## src/rtl/alu_pkg.sv

```systemverilog
// Shared constants for the 32-bit execute-stage ALU: data width and opcode map.
package alu_pkg;
    localparam int ALU_W = 32;

    localparam logic [3:0] OP_ADD  = 4'b0000;
    localparam logic [3:0] OP_ADCS = 4'b0001;
    localparam logic [3:0] OP_ANDS = 4'b0010;
    localparam logic [3:0] OP_ORRS = 4'b0011;
    localparam logic [3:0] OP_RSBS = 4'b0100;
    localparam logic [3:0] OP_SBCS = 4'b0101;
    localparam logic [3:0] OP_SUBS = 4'b0110;
    localparam logic [3:0] OP_CMP  = 4'b0111;
    localparam logic [3:0] OP_MULS = 4'b1000;
endpackage

```

## src/rtl/alu_addsub.sv

```systemverilog
// 33-bit adder shared by every add/subtract opcode; subtraction is done by the
// caller inverting one operand and supplying the carry-in.
module alu_addsub
    import alu_pkg::*;
(
    input  logic [ALU_W-1:0] x,
    input  logic [ALU_W-1:0] y,
    input  logic             ci,
    output logic [ALU_W-1:0] sum,
    output logic             co
);
    logic [ALU_W:0] total;

    assign total = {1'b0, x} + {1'b0, y} + {{ALU_W{1'b0}}, ci};
    assign sum   = total[ALU_W-1:0];
    assign co    = total[ALU_W];
endmodule

```

## src/rtl/alu32.sv

```systemverilog
// Single-cycle-latency 32-bit ALU with registered result and flags.
// Define ALU_MUL_EN to build the MULS opcode; otherwise 1000 acts as undefined.
module alu32
    import alu_pkg::*;
(
    input  logic              clk,
    input  logic              rst,
    input  logic [ALU_W-1:0]  a,
    input  logic [ALU_W-1:0]  b,
    input  logic              cin,
    input  logic [3:0]        opcode,
    output logic [ALU_W-1:0]  result,
    output logic              cout,
    output logic              NegativeFlag,
    output logic              ZeroFlag
);
    logic [ALU_W-1:0] add_x;
    logic [ALU_W-1:0] add_y;
    logic             add_ci;
    logic [ALU_W-1:0] add_sum;
    logic             add_co;

    logic [ALU_W-1:0] value_next;
    logic             cout_next;
    logic             hold_result;

    logic [ALU_W-1:0] result_reg;
    logic             cout_reg;
    logic             nf_reg;
    logic             zf_reg;

    // Steer operands so one adder covers add, reverse-subtract and subtract.
    always_comb begin
        add_x  = a;
        add_y  = ~b;
        add_ci = 1'b1;
        case (opcode)
            OP_ADD: begin
                add_y  = b;
                add_ci = 1'b0;
            end
            OP_ADCS: begin
                add_y  = b;
                add_ci = cin;
            end
            OP_RSBS: begin
                add_x  = b;
                add_y  = ~a;
            end
            OP_SBCS: add_ci = cin;
            default: ;
        endcase
    end

    alu_addsub u_addsub (
        .x   (add_x),
        .y   (add_y),
        .ci  (add_ci),
        .sum (add_sum),
        .co  (add_co)
    );

`ifdef ALU_MUL_EN
    logic [ALU_W-1:0] mul_lo;
    assign mul_lo = a * b;
`endif

    always_comb begin
        value_next  = '0;
        cout_next   = 1'b0;
        hold_result = 1'b0;
        case (opcode)
            OP_ADD, OP_ADCS, OP_RSBS, OP_SBCS, OP_SUBS: begin
                value_next = add_sum;
                cout_next  = add_co;
            end
            OP_CMP: begin
                value_next  = add_sum;
                cout_next   = add_co;
                hold_result = 1'b1;
            end
            OP_ANDS: value_next = a & b;
            OP_ORRS: value_next = a | b;
`ifdef ALU_MUL_EN
            OP_MULS: value_next = mul_lo;
`endif
            default: ;
        endcase
    end

    // Flags come from the operation value, so CMP reports the difference it
    // computed even though the visible result is held.
    always_ff @(posedge clk) begin
        if (rst) begin
            result_reg <= '0;
            cout_reg   <= 1'b0;
            nf_reg     <= 1'b0;
            zf_reg     <= 1'b1;
        end else begin
            if (!hold_result) begin
                result_reg <= value_next;
            end
            cout_reg <= cout_next;
            nf_reg   <= value_next[ALU_W-1];
            zf_reg   <= (value_next == '0);
        end
    end

    assign result       = result_reg;
    assign cout         = cout_reg;
    assign NegativeFlag = nf_reg;
    assign ZeroFlag     = zf_reg;
endmodule

```

## config.mk

```make
export PLATFORM = sky130hd
export DESIGN_NAME = alu32
export DESIGN_NICKNAME = d
export VERILOG_FILES = /design/src/rtl/alu_pkg.sv /design/src/rtl/alu_addsub.sv /design/src/rtl/alu32.sv
export SDC_FILE = /design/constraint.sdc
export NUM_CORES = 1
export LEC_CHECK = 0
export BUFFER_PORTS_ARGS = -buffer_cell sky130_fd_sc_hd__buf_2
export CAP_MARGIN = 20
export CELL_PAD_IN_SITES_DETAIL_PLACEMENT = 0
export CELL_PAD_IN_SITES_GLOBAL_PLACEMENT = 1
export CORE_MARGIN = 2
export CORE_UTILIZATION = 40
export DETAILED_ROUTE_END_ITERATION = 8
export PLACE_DENSITY = 0.81
export SLEW_MARGIN = 5
export SYNTH_ARGS = -nofsm -noshare
export SYNTH_HDL_FRONTEND = slang
export SYNTH_SLANG_ARGS = --single-unit
```

## constraint.sdc

```tcl
create_clock -name clk -period 6.72 [get_ports clk]
set_input_delay 1.344 -clock clk [delete_from_list [all_inputs] [get_ports clk]]
set_output_delay 1.344 -clock clk [all_outputs]
set_load 0.1 [all_outputs]
```

==> summary.md <==
| Metric | Value |
|---|---|
| Run status | `finished clean` |
| Crit-path max FO | `31` |
| Critical Path End | `ZeroFlag` |
| CTS Buf Count | `5` |
| Grt total ovfl | `0` |
| Worst-Margin Slew | `0.695 ns` |
| Routed WL per cell | `17.9 um` |
| DIE WIDTH | `110 um` |
| Row Count | `38` |
| Buffers on Ports | `about 110` |
| Diode count | `0` |
| Sequential element share of the synthesized area | `15.6%` |
| Crit path DAT | `5.68 ns` |
| Die area | `12,100 um2` |
| WS Path Type | `in -> reg` |
| Startpoint types | `input port` |
| Met3 usage | `2.35%` |
| Worst Hold Slack | `0.453 ns` |
| Initial Util | `about 41%` |
| CTS sink count | `35` |
| Fin Clk Skew | `0 ns` |
| Vias | `between 4,000 and 5,000` |
| RR Endpoint | `result[21]` |
| Main synth FF type | `dfxtp_1` |
| RSZ-0062 raised after global routing | `no` |
| Area after DPL | `5080 um2` |
| Synthesized area per cell | `7.86 um2` |
| CTS tree | `yes` |
| Residual DRC | `0` |
| Post-CTS Hold Buffers | `0` |
| First-pass GRT wire length | `22,600 um` |
| Adder-cell share of the synthesized area | `roughly 16%` |
| Total wire length | `~14,000 um` |
| Relative slew slack | `a little over half` |
| Tcrit/Tclk final | `81.3%` |
| Hold crit path type | `reg -> reg` |
| Post-Place Cells | `~800` |
| Met1 GRT Util | `32.8%` |
| P_leak | `0.00221 uW` |
| Drt first pass iters | `5` |
| Max-cap check violation count | `0` |
| Max reg flops | `32` |
| Final Setup Violations | `0` |
| Via/cell ratio | `6.04` |
| Pwr Density | `207 nW/um2` |
| Area delta synth->final | `16.7%` |
| Synthesis-stage register bit count | `35` |
| FMAX | `183 MHz` |
| Reg-to-reg setup timing slack | `slightly below 6 ns` |
| Yosys warns | `0` |
| Max Slew Vio Count | `0` |
| CORE AREA | `10,900 um2` |
| # nets final | `758` |
| CTS Root Buffer Type | `clkbuf_16` |
| CP startpoint | `opcode[0]` |
| Reg2Reg Launch Point | `result[21]` |
| Post-synth EDFFs | `0` |
| Post-detail-place hpwl | `11,100 um` |
| Synth cell types | `72` |
| Synth Cell Area | `4510 um2` |
| Final GP Congestion | `0.907` |
| Cells on worst reg2reg path | `2` |
| Mux share of post-synthesis cell area | `8.19%` |
| Io pins | `approximately 110` |
| Synth Area in Compound Gates | `30.6%` |
| Post-CTS setup buffer count | `0` |
| Largest net degree at the start of global routing | `55` |
| Highest ir drop seen on vdd | `166 uV` |
| Hold Fails Final Rpt | `0` |
| Async SR Flop Fraction | `0%` |
| Share of cells above drive strength 1 | `27.2%` |
| Iter 0 DRT Violations | `roughly 370` |
| Setup TNS | `0 ns` |
| Via count of the first global-routing pass | `4,610` |
| Finished Cell Area | `5260 um2` |
| Syn_nets | `677` |
| Final antenna-violating net count | `0` |
| H-tree depth | `2` |
| Gr usage total | `23.4%` |
| CTS resizes | `0` |
| Post-Synth Simple-Gate Area | `19.6%` |
| GRT busiest layer | `met2` |
| Period minus WS final | `approximately 5.5 ns` |
| Chip height | `110 um` |
| Cells after Synth | `573` |
| Critical path capture point type | `flop` |
| Initial antenna violation count | `0` |
| Worst Path Required | `6.94 ns` |
| Clock latency on the worst-skew pair | `between 0.2 and 0.3 ns` |
| Buffers from clock root to sink, at most | `2` |
| Largest family of logic cells by synthesized area | `compound AO/OA/AOI/OAI gates` |
| Clock-pin slew on the worst setup and hold paths | `0.05 ns` |
| Non-Filler Instances | `~800` |
| Met2 usage | `approximately two fifths` |
| Synth Area in XOR/XNOR | `4.47%` |
cells in the mapped netlist, types with 3 or more instances:
cell / count / area, um2
o221ai_1: 31 / 272
nor2b_1: 8 / 50.1
or3_1: 4 / 25.0
inv_1: 9 / 33.8
o21a_1: 3 / 22.5
mux2_2: 31 / 349
clkbuf_1: 26 / 97.6
a22oi_1: 14 / 105
maj3_1: 29 / 290
a22o_1: 4 / 35.0
a211oi_1: 25 / 188
dfxtp_1: 35 / 701
o2111ai_1: 3 / 26.3
a21o_1: 12 / 90.1
nand2b_1: 5 / 31.3
nor2_1: 55 / 206
a31oi_1: 4 / 25.0
o21ai_0: 18 / 90.1
buf_2: 5 / 25.0
nand2_1: 65 / 244
nor3_1: 15 / 75.1
nor4_1: 3 / 18.8
ha_1: 31 / 388
a21oi_1: 27 / 135
xor2_1: 10 / 87.6
a32oi_1: 4 / 35.0
nand3_1: 8 / 40.0
and2_1: 5 / 31.3
xnor2_1: 13 / 114
nand4_1: 12 / 75.1
clkbuf_8: 4 / 55.1
cells by family (layout without fill, tap and decap cells):
logic type / Yosys count / count (layout)
flip-flops: 35 / 35
AO/OA/AOI/OAI: 179 / 179
adder cells (fa/ha/maj): 62 / 62
multiplexers: 33 / 33
AND/OR/NAND/NOR: 191 / 191
XOR/XNOR: 23 / 23
buffers and inverters: 50 / 132
report_power, final:
group / leakage, uW / switching [uW] / internal (uW)
logic: 0.00184 / 414 / 194
clock network: 0.0000772 / 85.7 / 158
registers: 0.000288 / 9.92 / 229
worst min-delay path by stage:
stage | startpoint | cells past startpoint | endpoint
floorplan | result[18] | 2 | result[18]
global placement | result[5] | 2 | result[5]
detailed placement | result[6] | 2 | result[6]
CTS | result[6] | 2 | result[6]
global route | result[6] | 2 | result[6]
finish | result[6] | 2 | result[6]
routing by layer:
| layer | wire length (um) | part of all wire (%) | vias up |
|---|---|---|---|
| met5 | 0 | 0 | - |
| met4 | 168 | 1.2 | 0 |
| met3 | 857 | 6.0 | 13 |
| met2 | 6480 | 46 | 155 |
| met1 | 6720 | 47 | 2278 |
| li1 | - | - | 2358 |
worst max-delay path, stage by stage:
cell       delay, ns
buf_2           0.22
nor2b_1         0.24
nand2_2         0.10
buf_4           0.25
o221a_2         0.32
fa_1            0.42
inv_1           0.08
fa_1            0.20
a21o_1          0.14
and4_1          0.29
o21ai_2         0.11
a2111oi_4       0.51
o21ai_0         0.18
a32oi_1         0.34
nand4_1         0.14
nor4_1          0.22
nand4_1         0.16
nor3_2          0.22
a41o_1          0.18
metrics by stage:
step / total power (uW) / util [%] / worst slack (ns)
floorplan: 711 / - / 1.22
global placement: 838 / 46.5 / 1.17
detailed placement: 843 / 46.5 / 1.01
CTS: 1090 / 47.9 / 1.28
global route: 1150 / 48.1 / 0.873
finish: 1090 / 48.1 / 1.26
layout make-up:
class,instances,area [um2]
clock buffers,8,156
fillers,1102,5680
inverters,9,33.8
multi-input cells,488,3580
flip-flops and latches,35,701
well taps,140,175
repair buffers,115,613
placed cells by master, fill, tap and decap left out, types with 3 or more instances in the layout:
master     synthesis  final
a211oi_1          25     24
a21o_1            12     12
a21oi_1           27     27
a22o_1             4      4
a22oi_1           14     14
a31oi_1            4      4
a32oi_1            4      4
and2_1             5      5
buf_2              5    105
buf_4              2      9
clkbuf_16          0      5
dfxtp_1           35     35
ha_1              31     31
inv_1              9      9
maj3_1            29     29
mux2_2            31     31
nand2_1           65     64
nand2b_1           5      5
nand3_1            8      7
nand4_1           12     12
nor2_1            55     54
nor2b_1            8      7
nor3_1            15     14
nor4_1             3      3
o2111ai_1          3      3
o21a_1             3      3
o21ai_0           18     18
o221ai_1          31     31
or3_1              4      4
xnor2_1           13     13
xor2_1            10     10
Power figures use the tool's default switching activity.
